$ cat src/rtl/fetch_queue_pkg.sv
// Shared fetch-path types and constants: reset PC, NOP encoding and the queued {pc, instr} pair.
package fetch_pkg;

    localparam logic [31:0] FETCH_RESET_PC = 32'h0000_3000;
    localparam logic [31:0] INSTR_NOP      = 32'h0000_0000;

    typedef struct packed {
        logic [31:0] pc;
        logic [31:0] instr;
    } fetch_entry_t;

endpackage

$ cat src/rtl/fetch_queue_if.sv
// Fetch->decode handshake bundle; master is the fetch/decode side, slave is the queue.
interface fetch_queue_if #(
    parameter int unsigned DEPTH = 4
);
    localparam int unsigned CNT_W = $clog2(DEPTH + 1);

    logic             flush;
    logic             in_valid;
    logic             in_ready;
    logic [31:0]      in_pc;
    logic [31:0]      in_instr;
    logic             out_valid;
    logic             out_ready;
    logic [31:0]      out_pc;
    logic [31:0]      out_instr;
    logic [CNT_W-1:0] count;
    logic             empty;
    logic             full;

    modport master (
        output flush, in_valid, in_pc, in_instr, out_ready,
        input  in_ready, out_valid, out_pc, out_instr, count, empty, full
    );

    modport slave (
        input  flush, in_valid, in_pc, in_instr, out_ready,
        output in_ready, out_valid, out_pc, out_instr, count, empty, full
    );

endinterface

$ cat src/rtl/fetch_queue.sv
// In-order {pc, instr} buffer between fetch and decode with single-cycle flush on redirect.
// Optional zero-latency empty bypass is enabled by defining FETCH_QUEUE_BYPASS_EN.
module fetch_queue
    import fetch_pkg::*;
#(
    parameter int unsigned DEPTH = 4
) (
    input  logic         clk,
    input  logic         reset,
    fetch_queue_if.slave bus
);

    localparam int unsigned CNT_W = $clog2(DEPTH + 1);
    localparam int unsigned PTR_W = $clog2(DEPTH);

    fetch_entry_t     mem [DEPTH];
    fetch_entry_t     in_entry;
    fetch_entry_t     head;
    logic [PTR_W-1:0] rd_ptr;
    logic [PTR_W-1:0] wr_ptr;
    logic [CNT_W-1:0] count_q;
    logic [CNT_W-1:0] count_d;
    logic             empty_q;
    logic             full_q;
    logic             push;
    logic             pop;
    logic             bypass_c;
    logic             bypass_take;

    assign in_entry = '{pc: bus.in_pc, instr: bus.in_instr};
    assign head     = mem[rd_ptr];

`ifdef FETCH_QUEUE_BYPASS_EN
    assign bypass_c = empty_q & bus.in_valid & ~bus.flush;
`else
    assign bypass_c = 1'b0;
`endif

    // A bypassed pair that decode takes immediately is never written.
    assign bypass_take = bypass_c & bus.out_ready;
    assign push        = bus.in_valid & ~full_q & ~bus.flush & ~bypass_take;
    assign pop         = ~empty_q & bus.out_ready & ~bus.flush;

    always_comb begin
        count_d = count_q;
        if (bus.flush) begin
            count_d = '0;
        end else if (push && !pop) begin
            count_d = count_q + CNT_W'(1);
        end else if (pop && !push) begin
            count_d = count_q - CNT_W'(1);
        end
    end

    // Pointers wrap naturally since DEPTH is a power of two.
    always_ff @(posedge clk) begin
        if (reset) begin
            rd_ptr  <= '0;
            wr_ptr  <= '0;
            count_q <= '0;
            empty_q <= 1'b1;
            full_q  <= 1'b0;
        end else begin
            if (bus.flush) begin
                rd_ptr <= '0;
                wr_ptr <= '0;
            end else begin
                if (push) wr_ptr <= wr_ptr + PTR_W'(1);
                if (pop)  rd_ptr <= rd_ptr + PTR_W'(1);
            end
            count_q <= count_d;
            empty_q <= (count_d == '0);
            full_q  <= (count_d == CNT_W'(DEPTH));
        end
    end

    // Storage is intentionally left unreset.
    always_ff @(posedge clk) begin
        if (!reset && push) begin
            mem[wr_ptr] <= in_entry;
        end
    end

    always_comb begin
        bus.out_valid = ~empty_q | bypass_c;
        bus.out_pc    = '0;
        bus.out_instr = INSTR_NOP;
        if (!empty_q) begin
            bus.out_pc    = head.pc;
            bus.out_instr = head.instr;
        end else if (bypass_c) begin
            bus.out_pc    = in_entry.pc;
            bus.out_instr = in_entry.instr;
        end
    end

    assign bus.in_ready = ~full_q;
    assign bus.count    = count_q;
    assign bus.empty    = empty_q;
    assign bus.full     = full_q;

endmodule
$ cat src/flat_wrapper.sv
// flat-port wrapper written by rule: the top's interface ports become plain ports
module fetch_queue_flat import fetch_pkg::*;
#(
    parameter int unsigned DEPTH = 4
)
  (clk, reset, bus_flush, bus_in_valid, bus_in_pc, bus_in_instr, bus_out_ready, bus_in_ready, bus_out_valid, bus_out_pc, bus_out_instr, bus_count, bus_empty, bus_full);
  fetch_queue_if #(.DEPTH(DEPTH)) bus_i ();
  input  logic clk;
  input  logic reset;
  input wire logic [$bits(bus_i.flush)-1:0] bus_flush;
  input wire logic [$bits(bus_i.in_valid)-1:0] bus_in_valid;
  input wire logic [$bits(bus_i.in_pc)-1:0] bus_in_pc;
  input wire logic [$bits(bus_i.in_instr)-1:0] bus_in_instr;
  input wire logic [$bits(bus_i.out_ready)-1:0] bus_out_ready;
  output wire logic [$bits(bus_i.in_ready)-1:0] bus_in_ready;
  output wire logic [$bits(bus_i.out_valid)-1:0] bus_out_valid;
  output wire logic [$bits(bus_i.out_pc)-1:0] bus_out_pc;
  output wire logic [$bits(bus_i.out_instr)-1:0] bus_out_instr;
  output wire logic [$bits(bus_i.count)-1:0] bus_count;
  output wire logic [$bits(bus_i.empty)-1:0] bus_empty;
  output wire logic [$bits(bus_i.full)-1:0] bus_full;
  assign bus_i.flush = bus_flush;
  assign bus_i.in_valid = bus_in_valid;
  assign bus_i.in_pc = bus_in_pc;
  assign bus_i.in_instr = bus_in_instr;
  assign bus_i.out_ready = bus_out_ready;
  assign bus_in_ready = bus_i.in_ready;
  assign bus_out_valid = bus_i.out_valid;
  assign bus_out_pc = bus_i.out_pc;
  assign bus_out_instr = bus_i.out_instr;
  assign bus_count = bus_i.count;
  assign bus_empty = bus_i.empty;
  assign bus_full = bus_i.full;
  fetch_queue #(.DEPTH(DEPTH)) u_core (.clk(clk), .reset(reset), .bus(bus_i));
endmodule
$ cat config.mk
export PLATFORM = sky130hd
export DESIGN_NAME = fetch_queue_flat
export DESIGN_NICKNAME = d
export VERILOG_FILES = /design/src/rtl/fetch_queue_pkg.sv /design/src/rtl/fetch_queue_if.sv /design/src/rtl/fetch_queue.sv /design/src/flat_wrapper.sv
export SDC_FILE = /design/constraint.sdc
export NUM_CORES = 1
export LEC_CHECK = 0
export CAP_MARGIN = 40
export CORE_ASPECT_RATIO = 0.5
export CORE_MARGIN = 2
export CORE_UTILIZATION = 63
export CTS_CLUSTER_SIZE = 16
export DETAILED_ROUTE_END_ITERATION = 12
export DONT_BUFFER_PORTS = 1
export PLACE_DENSITY = 0.79
export SYNTH_ARGS = -nofsm -noshare
export SYNTH_HDL_FRONTEND = slang
export SYNTH_SLANG_ARGS = --single-unit
export TNS_END_PERCENT = 5
$ cat constraint.sdc
create_clock -name clk -period 4.1 [get_ports clk]
set_input_delay 0.82 -clock clk [delete_from_list [all_inputs] [get_ports clk]]
set_output_delay 0.82 -clock clk [all_outputs]
set_load 0.1 [all_outputs]
==> run metrics, run 1 <==
Worst-Skew Late Latency=approximately 0.50 ns; fin crit period=roughly 3.3 ns; number of remaining DRC errors=0; Layout Cells excl Fill=approximately 770; #FFs+latches synth=~270; Req. time, crit path=between 3 and 4 ns; critical setup path kind=reg2out; total clock buffers created by CTS=23; Final setup viols=0; critical path startpoint category=flop; Sink Count=approximately 270; Slew Viols, Final=0; Die W=roughly 180 um; largest net degree at the start of global routing=55; ys flop type=edfxtp_1; Core Region=roughly 0.016 mm^2; Detailed Routing Iterations Pass 1=4; CTS H-Tree Depth=1; PwrDens=491 mW/mm^2; post-CTS setup buffers=0; compound-gate portion of the synthesized area=less than 1%; global-route wire length before repair=27400 um; crit-path max cell delay=0.70 ns; # diodes=0; clock buffer depth=3; RePlAce Congestion=a little under 0.8; Largest delay share family, worst path=flip-flops; Tightest Hold Check Type=in2reg; share of the synthesized area in the top cell type=around three quarters; Synth Area in Simple Gates=about 5.4%; top-count cell post-synth=edfxtp_1; die height=around 94 um; sequential fraction of the synthesis area=77.4%; critical path arrival=2.51 ns; IO Count=140; post_cts resized=0; Worst VDD drop=0.371 mV; Initial DRC Count=a little under 400; DP HPWL=~10000 um; asr flop ratio synth=0%; GR Util All Layers=around 22%; # Max-Cap Violations=0; TNS Setup=0 ns; Post-synth EDFFs=roughly 260; Synth Net Count=about 550; remaining antenna violation count after routing=0; worst path bufs/invs=2; CTS Hold Bufs=0; mux cell area share after synthesis=roughly 14%; total gr overflow=0; vias per inst=5.99; Worst-Margin Slew=a little over 0.8 ns; syn avg cell area=between 20 and 25 um^2; IO Port Bufs=0; Final Skew=roughly 0.0085 ns; routed length per instance=23.0 um; Area contributors post-synth=edfxtp_1 75%, mux4_2 14%, and2_1 3.9%, dfxtp_1 2.2%, ha_1 0.73%; Adder-Cell Fraction of Synth Area=less than 1%; f_max=300 MHz; slowest CP cell=dfxtp_4; CP endpoint kind=output pin; RSZ-0062 raised after global routing=false; static leakage=a little under 4 nW; Rows=32; XOR/XNOR Fraction of Synth Area=less than 1%; final hold vios=0; Syn. warnings=0; Via Count=4604; Synth Cell Area=0.0102 mm^2; count of cell types in the netlist=28; initial antenna violation count=0; Max FO, Critical Path=30; Initial Util=65.4%; NumNets Final=between 600 and 700; root buffer cell=clkbuf_16; largest family of logic cells by synthesized area=multiplexers; ratio of cells with drive above 1 in the final layout=32.7%; top cells by count, synth=256 x edfxtp_1, 64 x and2_1, 64 x mux4_2; leading area contributor after synthesis=edfxtp_1; Mapped Cells=470; routed wire length=around 18000 um; run status=completed; clock slew at reported path FFs=about 0.07 ns; worst relative slew slack=45.3%; Area Growth Syn to Fin=16.0%; TritonCTS clock tree=done; worst path cell trace=buf_12 > mux4_2 > and2_1 > buf_4; die area=around 0.017 mm^2; vias in the first global route=between 4000 and 5000; placed insts=about 730; Tcrit/Tclk final=between 80% and 90%
[power breakdown]
| part | internal (W) | switching, W |
|---|---|---|
| registers | 0.00302 | 0.0000170 |
| logic | 0.000154 | 0.000510 |
| clock network | 0.00120 | 0.000913 |
[sequential cells by signal, summed over array words and instances (netlist names), named ones only]
register	flops
u_core.mem	256
u_core.bus.count	3
u_core.rd_ptr	2
u_core.wr_ptr	2
u_core.bus.empty	1
u_core.bus.full	1
[placed cells by master, fill, tap and decap left out, types with 2 or more instances in the layout]
master / count
o21ai_0: 2
and2_1: 64
buf_16: 5
nor2_1: 9
buf_8: 4
buf_12: 2
a211oi_1: 2
edfxtp_1: 256
mux4_2: 64
a21oi_1: 2
ha_1: 6
clkbuf_1: 5
clkbuf_8: 2
buf_4: 67
clkbuf_16: 23
and3_4: 4
nand2_1: 3
dfxtp_4: 2
bufinv_16: 2
clkinv_2: 3
clkinvlp_4: 2
clkinv_1: 2
inv_1: 6
dfxtp_1: 9
xnor2_1: 4
nor3_1: 2
[metal layers]
metal  vias up  global-route usage (%)  routed length, um
met5         -                       0                  0
met4         0                    4.47                293
met3        27                    5.62               1100
met2       132                    36.0               8760
met1      2397                    29.4               7550
li1       2048                       -                  -
[metrics by stage]
step                area [um^2]  worst slack (ns)  power, W  util (%)  hold slack, ns
floorplan                 10200             0.603   0.00363         -           0.485
global placement          10900              1.21   0.00374      69.8           0.510
detailed placement        11100              1.21   0.00376      71.2           0.513
CTS                       11800             0.671   0.00585      75.9           0.394
global route              11800             0.578   0.00597      75.9           0.386
finish                    11800             0.766   0.00581      75.9           0.412
[logic make-up after synthesis]
kind of cell               after synthesis
DFF                                    267
AOI/OAI and AO/OA                        8
adders and majority gates                6
xor gates and xnor gates                 5
muxes                                   64
and+or+nand+nor                         90
buffers and inverters                   30
[cell type report]
cell class	count	area, um^2
fillers	866	3770
multi-input cells	173	2180
inverters	7	26.3
clock buffers	30	622
repair buffers	78	741
flip-flops and latches	267	7920
well taps	204	255
clock inverters	10	106
[path summary, 6_finish.rpt]
kind / from / to / slack [ns] / cells after the start
worst max-delay path: flop / bus_out_pc[23] / 0.77 / 4
worst min-delay path: bus_in_pc[13] / u_core.mem[0][45] / 0.41 / 0
worst max register to register: u_core.bus.full / u_core.mem[0][61] / 2.09 / 3
worst min register to register: u_core.rd_ptr[1] / flop / 0.58 / 2
Power figures use the tool's default switching activity.
==> run 2: changes to the inputs <==
==> constraint.sdc (replaced) <==
create_clock -name clk -period 3.2 [get_ports clk]
set_input_delay 0.64 -clock clk [delete_from_list [all_inputs] [get_ports clk]]
set_output_delay 0.64 -clock clk [all_outputs]
set_load 0.1 [all_outputs]
==> run metrics, run 2 (synthesized netlist as in run 1, its figures left out) <==
CTS Hold Bufs=0 (unchanged); critical path arrival=2.38 ns (-0.13 ns); most frequent cells in the layout=256 x edfxtp_1, 64 x mux4_2, 64 x and2_1; initial antenna violation count=0 (unchanged); ratio of cells with drive above 1 in the final layout=33.2% (+0.41 points); critical setup path kind=reg2out; Req. time, crit path=2.56 ns (-0.72 ns); Max FO, Critical Path=23 (-23%); die area=0.0173 mm^2 (unchanged); routed wire length=18500 um (+4.4%); Tightest Hold Check Type=in2reg; final hold vios=0 (unchanged); GR Util All Layers=22.7% (+1.1 points); fin crit period=roughly 3 ns; run status=completed; Tot Pwr=0.00749 W (+29%); Detailed Routing Iterations Pass 1=4 (unchanged); post_cts resized=0 (unchanged); TNS Setup=0 ns (unchanged); worst relative slew slack=64.2% (+19 points); post-route setup slack=0.184 ns (-0.582 ns); Tcrit/Tclk final=94.2%; clock buffer depth=3 (unchanged); Via Count=4709 (+2.3%); CTS H-Tree Depth=1 (unchanged); global-route wire length before repair=28600 um (+4.3%); NumNets Final=631 (+0.96%); Core Region=0.0156 mm^2 (unchanged); critical path startpoint category=flop; IO Count=140 (unchanged); Place WS=0.683 ns (-0.525 ns); die height=94.0 um (unchanged); clock slew at reported path FFs=0.07 ns (about the same); max reg flops=256 (unchanged); DP HPWL=11200 um (+8.9%); IO Port Bufs=0 (unchanged); static leakage=3.99 nW (+3.2%); Worst VDD drop=0.480 mV (+29%); Worst-Margin Slew=0.534 ns (-0.285 ns); commonest non-fill, non-tap cell in the layout=edfxtp_1; WHS Path Cells=0 (unchanged); total gr overflow=0 (unchanged); Area Growth Syn to Fin=20.2%; number of remaining DRC errors=0 (unchanged); depth of the worst register-to-register path=4 (+1); vias in the first global route=5162 (+3.5%); Rows=32 (unchanged); TritonCTS clock tree=done; vias per inst=6.08 (+1.6%); RePlAce Congestion=0.738 (-7.2%); routed length per instance=23.9 um (+3.7%); Initial Util=65.4% (unchanged); Sink Count=267 (unchanged); post-CTS setup buffers=0 (unchanged); Die W=184 um (unchanged); total clock buffers created by CTS=22 (-4.3%); Final setup viols=0 (unchanged); remaining antenna violation count after routing=0 (unchanged); RSZ-0062 raised after global routing=false; Most flops, register=u_core.mem; CP endpoint kind=output pin; Final Skew=0.0179 ns (+0.00942 ns); Slew Viols, Final=0 (unchanged); PwrDens=610 mW/mm^2 (+24%); Worst-Skew Late Latency=0.51 ns (about the same); # Max-Cap Violations=0 (unchanged); # diodes=0 (unchanged); Initial DRC Count=325 (-16%); f_max=between 300 and 400 MHz; root buffer cell=clkbuf_16; largest net degree at the start of global routing=65 (+18%)
## run 2: final cells by class
type,count,area (um^2)
clock inverter,5,48.8
inverter,7,26.3
fill,805,3330
multi-input combinational,173,2180
sequential,267,7920
timing repair buffer,85,1200
clock buffer,33,654
tap,204,255
## run 2: final timing paths
kind | to | slack (ns) | from
hold reg to reg | u_core.rd_ptr[1] | 0.53 | u_core.rd_ptr[1]
hold / removal | u_core.mem[2][20] | 0.22 | bus_in_instr[20]
setup / recovery | bus_out_instr[1] | 0.18 | flop
setup reg to reg | u_core.mem[3][48] | 0.99 | u_core.bus.full
## run 2: metrics by stage
| stage | hold slack, ns | area, um^2 | util, % | instances |
|---|---|---|---|---|
| after floorplan | 0.485 | 10200 | - | 470 |
| after global placement | 0.503 | 11600 | 74.0 | 735 |
| after detailed placement | 0.519 | 11600 | 74.2 | 736 |
| after CTS | 0.209 | 12300 | 78.7 | 774 |
| after global routing | 0.205 | 12300 | 78.7 | 774 |
| final | 0.223 | 12300 | 78.7 | 774 |
## run 2: critical path: stages, from the launching register on
cell and delay, ns:
dfxtp_4 0.62, buf_12 0.29, mux4_2 0.54, and2_1 0.17, buf_4 0.23
## run 2: where the power goes
part,switching [W],total [W],internal (W)
Clock,0.00114,0.00264,0.00149
Combinational,0.000678,0.000966,0.000288
Sequential,0.0000174,0.00389,0.00387
## run 2: layer usage
metal | track usage, % | routed length (um) | vias to the layer above
li1 | - | - | 2056
met1 | 29.0 | 7270 | 2472
met2 | 39.1 | 9590 | 145
met3 | 6.47 | 1250 | 36
met4 | 5.80 | 388 | 0
met5 | 0 | 0 | -
